`src/rtl/fetch_ctrl.sv`:
```
// MIPS IF-stage sequencer: owns the PC, drives the imem request and loads the IF/ID register.
// Optional FETCH_CTRL_PERF_EN adds fetch/stall/redirect event counters.
module fetch_ctrl #(
    parameter logic [31:0] RESET_PC = 32'd0,
    parameter logic [31:0] PC_INC   = 32'd1
) (
    input  logic        clk_i,
    input  logic        rst_i,
    input  logic        pcsrc_i,
    input  logic [31:0] ex_npc_i,
    input  logic        stall_i,
    output logic        imem_req_o,
    output logic [31:0] imem_addr_o,
    input  logic        imem_ready_i,
    input  logic [31:0] imem_rdata_i,
    output logic [31:0] pc_o,
    output logic [31:0] if_instr_o,
    output logic [31:0] if_npc_o,
    output logic        if_valid_o,
`ifdef FETCH_CTRL_PERF_EN
    output logic [31:0] perf_fetch_cnt_o,
    output logic [31:0] perf_stall_cnt_o,
    output logic [31:0] perf_redir_cnt_o,
`endif
    output logic [1:0]  state_o
);

    typedef enum logic [1:0] {
        BOOT = 2'd0,
        RUN  = 2'd1,
        HOLD = 2'd2
    } state_e;

    state_e      state_q, state_d;
    logic [31:0] pc_q, pc_d;
    logic [31:0] if_instr_q, if_instr_d;
    logic [31:0] if_npc_q, if_npc_d;
    logic        if_valid_q, if_valid_d;

    logic        req;
    logic        xfer;
    logic [31:0] pc_inc;

    // Handshake: a transfer happens only in a cycle where imem_req_o and imem_ready_i are
    // both high; the request may be withdrawn at any time, so the memory keeps no pending state.
    assign req    = (state_q == RUN) && !stall_i && !pcsrc_i;
    assign xfer   = req && imem_ready_i;
    assign pc_inc = pc_q + PC_INC;

    always_comb begin
        state_d    = state_q;
        pc_d       = pc_q;
        if_instr_d = if_instr_q;
        if_npc_d   = if_npc_q;
        if_valid_d = if_valid_q;
        if (pcsrc_i) begin
            // Redirect wins over stall and ready; the fetch from the target starts next cycle.
            pc_d       = ex_npc_i;
            if_valid_d = 1'b0;
            state_d    = stall_i ? HOLD : RUN;
        end else begin
            case (state_q)
                BOOT: state_d = stall_i ? HOLD : RUN;
                RUN: begin
                    if (stall_i) begin
                        state_d = HOLD;
                    end else if (imem_ready_i) begin
                        if_instr_d = imem_rdata_i;
                        if_npc_d   = pc_inc;
                        if_valid_d = 1'b1;
                        pc_d       = pc_inc;
                    end else begin
                        // Waiting on memory: send a bubble to decode while the address holds.
                        if_valid_d = 1'b0;
                    end
                end
                HOLD: begin
                    if (!stall_i) begin
                        state_d = RUN;
                    end
                end
                default: state_d = BOOT;
            endcase
        end
    end

    always_ff @(posedge clk_i) begin
        if (rst_i) begin
            state_q    <= BOOT;
            pc_q       <= RESET_PC;
            if_instr_q <= 32'd0;
            if_npc_q   <= 32'd0;
            if_valid_q <= 1'b0;
        end else begin
            state_q    <= state_d;
            pc_q       <= pc_d;
            if_instr_q <= if_instr_d;
            if_npc_q   <= if_npc_d;
            if_valid_q <= if_valid_d;
        end
    end

    assign imem_req_o  = req;
    assign imem_addr_o = pc_q;
    assign pc_o        = pc_q;
    assign if_instr_o  = if_instr_q;
    assign if_npc_o    = if_npc_q;
    assign if_valid_o  = if_valid_q;
    assign state_o     = state_q;

`ifdef FETCH_CTRL_PERF_EN
    logic [31:0] perf_fetch_q, perf_fetch_d;
    logic [31:0] perf_stall_q, perf_stall_d;
    logic [31:0] perf_redir_q, perf_redir_d;

    always_comb begin
        perf_fetch_d = perf_fetch_q + {31'd0, xfer};
        perf_stall_d = perf_stall_q + {31'd0, stall_i && !pcsrc_i};
        perf_redir_d = perf_redir_q + {31'd0, pcsrc_i};
    end

    always_ff @(posedge clk_i) begin
        if (rst_i) begin
            perf_fetch_q <= 32'd0;
            perf_stall_q <= 32'd0;
            perf_redir_q <= 32'd0;
        end else begin
            perf_fetch_q <= perf_fetch_d;
            perf_stall_q <= perf_stall_d;
            perf_redir_q <= perf_redir_d;
        end
    end

    assign perf_fetch_cnt_o = perf_fetch_q;
    assign perf_stall_cnt_o = perf_stall_q;
    assign perf_redir_cnt_o = perf_redir_q;
`else
    logic unused_xfer;
    assign unused_xfer = xfer;
`endif

endmodule
```
`config.mk`:
```
export PLATFORM = sky130hd
export DESIGN_NAME = fetch_ctrl
export DESIGN_NICKNAME = d
export VERILOG_FILES = /design/src/rtl/fetch_ctrl.sv
export SDC_FILE = /design/constraint.sdc
export NUM_CORES = 1
export LEC_CHECK = 0
export BUFFER_PORTS_ARGS = -buffer_cell sky130_fd_sc_hd__buf_2
export CORE_MARGIN = 3
export CORE_UTILIZATION = 48
export DETAILED_ROUTE_END_ITERATION = 16
export GPL_TIMING_DRIVEN = 0
export PLACE_DENSITY_LB_ADDON = 0.12
export SYNTH_ARGS = -nofsm -noshare
export SYNTH_HDL_FRONTEND = slang
export SYNTH_SLANG_ARGS = --single-unit
```
`constraint.sdc`:
```
create_clock -name clk_i -period 2.55 [get_ports clk_i]
set_input_delay 0.1275 -clock clk_i [delete_from_list [all_inputs] [get_ports clk_i]]
set_output_delay 0.1275 -clock clk_i [all_outputs]
set_load 0.01 [all_outputs]
```
==> impl_metrics.ini <==
[die]
fp.dieW_um = 106
fp.coreArea_sq_um = 9770
ios = 201
rows = 36
start_util_pct = 49.6
dieHeight_um = 106
dieArea_sq_um = 11300

[route]
final_antenna_net_count = 0
post_drt_via_cell_ratio = 5.26
routedWlPerCell_um = 16.2
drtIter0Drc = 362
firstDrtPassIters = 5
wl_um = 16100
num_vias = 5225
drc = 0

[final_layout]
finalNonFillerCells = 994
n_antenna_cell = 0
fill_cells = 849
fin_nets = 926
syn2layout_area_growth_pct = 38.7
drive_gt1_share_pct = 32.2
multi_input_area_sq_um = 2460
fin_area_sq_um = 6720
seqCellArea_sq_um = 1990

[setup_path]
rr_startpoint = imem_addr_o[6]
cp-start-kind = flop
r2r-end = imem_addr_o[31]
crit_arrival_ns = 2.69
crit_fanout = 7
critical_path_class = reg2reg
required_ns = 2.79
critPathCaptureType = flop
r2r_slack_ns = 0.10
rr_worst_depth = 6

[placed_design]
place_area_sq_um = 6010
dp_slack_ns = -0.322
io_buffers = 200
place_inst = 932
hpwlAfterDp_um = 11300
gp_congestion = 0.954

[logic_synthesis]
yosys.cell_count.top_type = nand2_1
yosys-top-cells-count = 100 x nand2_1, 99 x dfxtp_1, 61 x nor2_1
ys_ff_latch = 99
yosysUniqueCellTypes = 47
yosys.area_share.xor_xnor_pct = 9.22
synth_edf_count = 0
synthArstFlopShare_pct = 0
ys_top_cells_by_area = dfxtp_1 41%, nand2_1 7.7%, a211oi_1 6.5%
yosysWarnings = 0
synthesis.nets = 669
synth_top_family_by_area = simple AND/OR/NAND/NOR gates
yosys.area.top_type = dfxtp_1
synth_cells = 599
netlist_area_sq_um = 4850
synth_compound_area_share_pct = 13.6
synthSimpleGateAreaFrac_pct = 26.0
synth_flop_cell = dfxtp_1
avgSynthCellArea_sq_um = 8.09
synth-seq-area-share_pct = 40.9
synth_fa_ha_area_share_pct = 0.258
synth_top_area_share_pct = 40.9
synthMuxAreaShare_pct = 0.826

[clock_tree]
cts-buffers-inserted = 9
cts_tree = built
cts.sinks = 99
cts_root_buf = clkbuf_8
cts_max_level = 3
worstSkewPairLatency_ns = 0.37
clockBufferDepth = 2
cts.clk_slew.worst_paths_ns = 0.10

[power]
p_total_mw = 3.22
power.static_leakage_nw = 2.93
peakVddDrop_mv = 0.305
powerDensity_nw_per_um2 = 479

[sta]
setup_viol = 0
min_period_ns = 2.45
post-route-period-util_pct = 95.9
relSlewSlack_pct = 36.5
fin_ws_ns = 0.104
max_freq_ghz = 0.409
rsz0062_at_grt = yes
fin_worst_skew_ns = 0.00892
timing.final.hold_violations = 1
maxSlewViolCount = 0
hold_ws_ns = -0.00482
worst_slew_pin_slew_ns = 0.944

[min_path]
hold_start = imem_rdata_i[1]
whs_endpoint = if_instr_o[1]
hold_class = in2reg
worstHoldPathCells = 3

[global_routing]
grt_pass1_wl_um = 25200
overflow = 0
antenna_found_initial = 0
grt_usage_pct = 27.7
grt_max_degree = 18
grt_pass1_vias = 5015

[run_status]
status = finished with violations
violations = negative hold slack

[flow_run]
drv_cap = 0
## per-stage QoR
stage                     setup TNS [ns]  util, %
final                                  0     68.8
after global placement             -2.33     61.5
after global routing           -0.000419     68.8
after detailed placement           -2.36     61.5
after floorplan                        0        -
after CTS                              0     68.2
## area by class of cell
class	count	share of cell area (%)
multi-input cells	417	36.6
flip-flops and latches	99	29.5
repair buffers	247	21.7
plain buffers	75	6.20
well taps	133	2.48
clock buffers	10	1.90
clock inverters	6	1.12
inverters	7	0.391
## critical path, cell delays in order, from the launching register on
cell	delay (ns)
dfxtp_1	0.38
clkbuf_2	0.20
nand2_2	0.17
or4_4	0.62
or4b_1	0.59
mux2i_2	0.22
o21ai_0	0.13
## sequential cells by signal, summed over array words and instances (netlist names)
| signal | flops |
|---|---|
| imem_addr_o | 32 |
| if_valid_o | 1 |
| if_npc_o | 32 |
| if_instr_o | 32 |
| state_o | 2 |
## layer usage
| layer | vias to the layer above | global-route usage [%] | wire, um |
|---|---|---|---|
| li1 | 2545 | - | - |
| met1 | 2442 | 35.7 | 6840 |
| met2 | 216 | 47.6 | 7920 |
| met3 | 22 | 5.16 | 1140 |
| met4 | 0 | 7.67 | 247 |
| met5 | - | 0 | 0 |
## kinds of logic (layout without fill, tap and decap cells)
| group | count (synthesis) | after routing |
|---|---|---|
| compound gates | 104 | 104 |
| xor+xnor | 51 | 51 |
| fa+ha+maj | 1 | 1 |
| buf+inv | 83 | 345 |
| flops | 99 | 99 |
| mux | 4 | 4 |
| simple gates | 257 | 257 |
## report_power, final
group | total [mW] | switching, mW | internal [mW]
registers | 1.67 | 0.0697 | 1.60
clock network | 1.06 | 0.592 | 0.467
logic | 0.493 | 0.245 | 0.248
## what timing repair did
item | CTS | global route
setup endpoints to repair | 14 | 30
cloned | 0 | 0
pin swaps | 1 | 1
setup buffers | 0 | 4
hold buffers | 43 | 0
endpoints found under the hold margin | 43 | 0
resized for setup | 3 | 8
## worst max path at each step
stage                          startpoint         endpoint  slack (ns)  cells after the start
after floorplan            imem_addr_o[4]  imem_addr_o[31]        0.37                      6
after global placement     imem_addr_o[0]     if_npc_o[28]       -0.39                      6
after detailed placement   imem_addr_o[0]     if_npc_o[28]       -0.32                      6
after CTS                         stall_i     if_npc_o[23]        0.02                      8
after global routing      imem_addr_o[11]     if_npc_o[30]     -0.0004                      7
final                      imem_addr_o[6]  imem_addr_o[31]        0.10                      6
## cell usage in the layout (no fill, tap or decap), types with 24 or more instances in the layout
cell type      count
buf_2            204
nand2_1           99
dfxtp_1           96
nor2_1            60
a21oi_1           46
dlygate4sd3_1     43
a211oi_1          42
buf_4             36
clkbuf_1          34
xor2_1            27
xnor2_1           24
No activity file was read; power rests on OpenSTA's default activity.
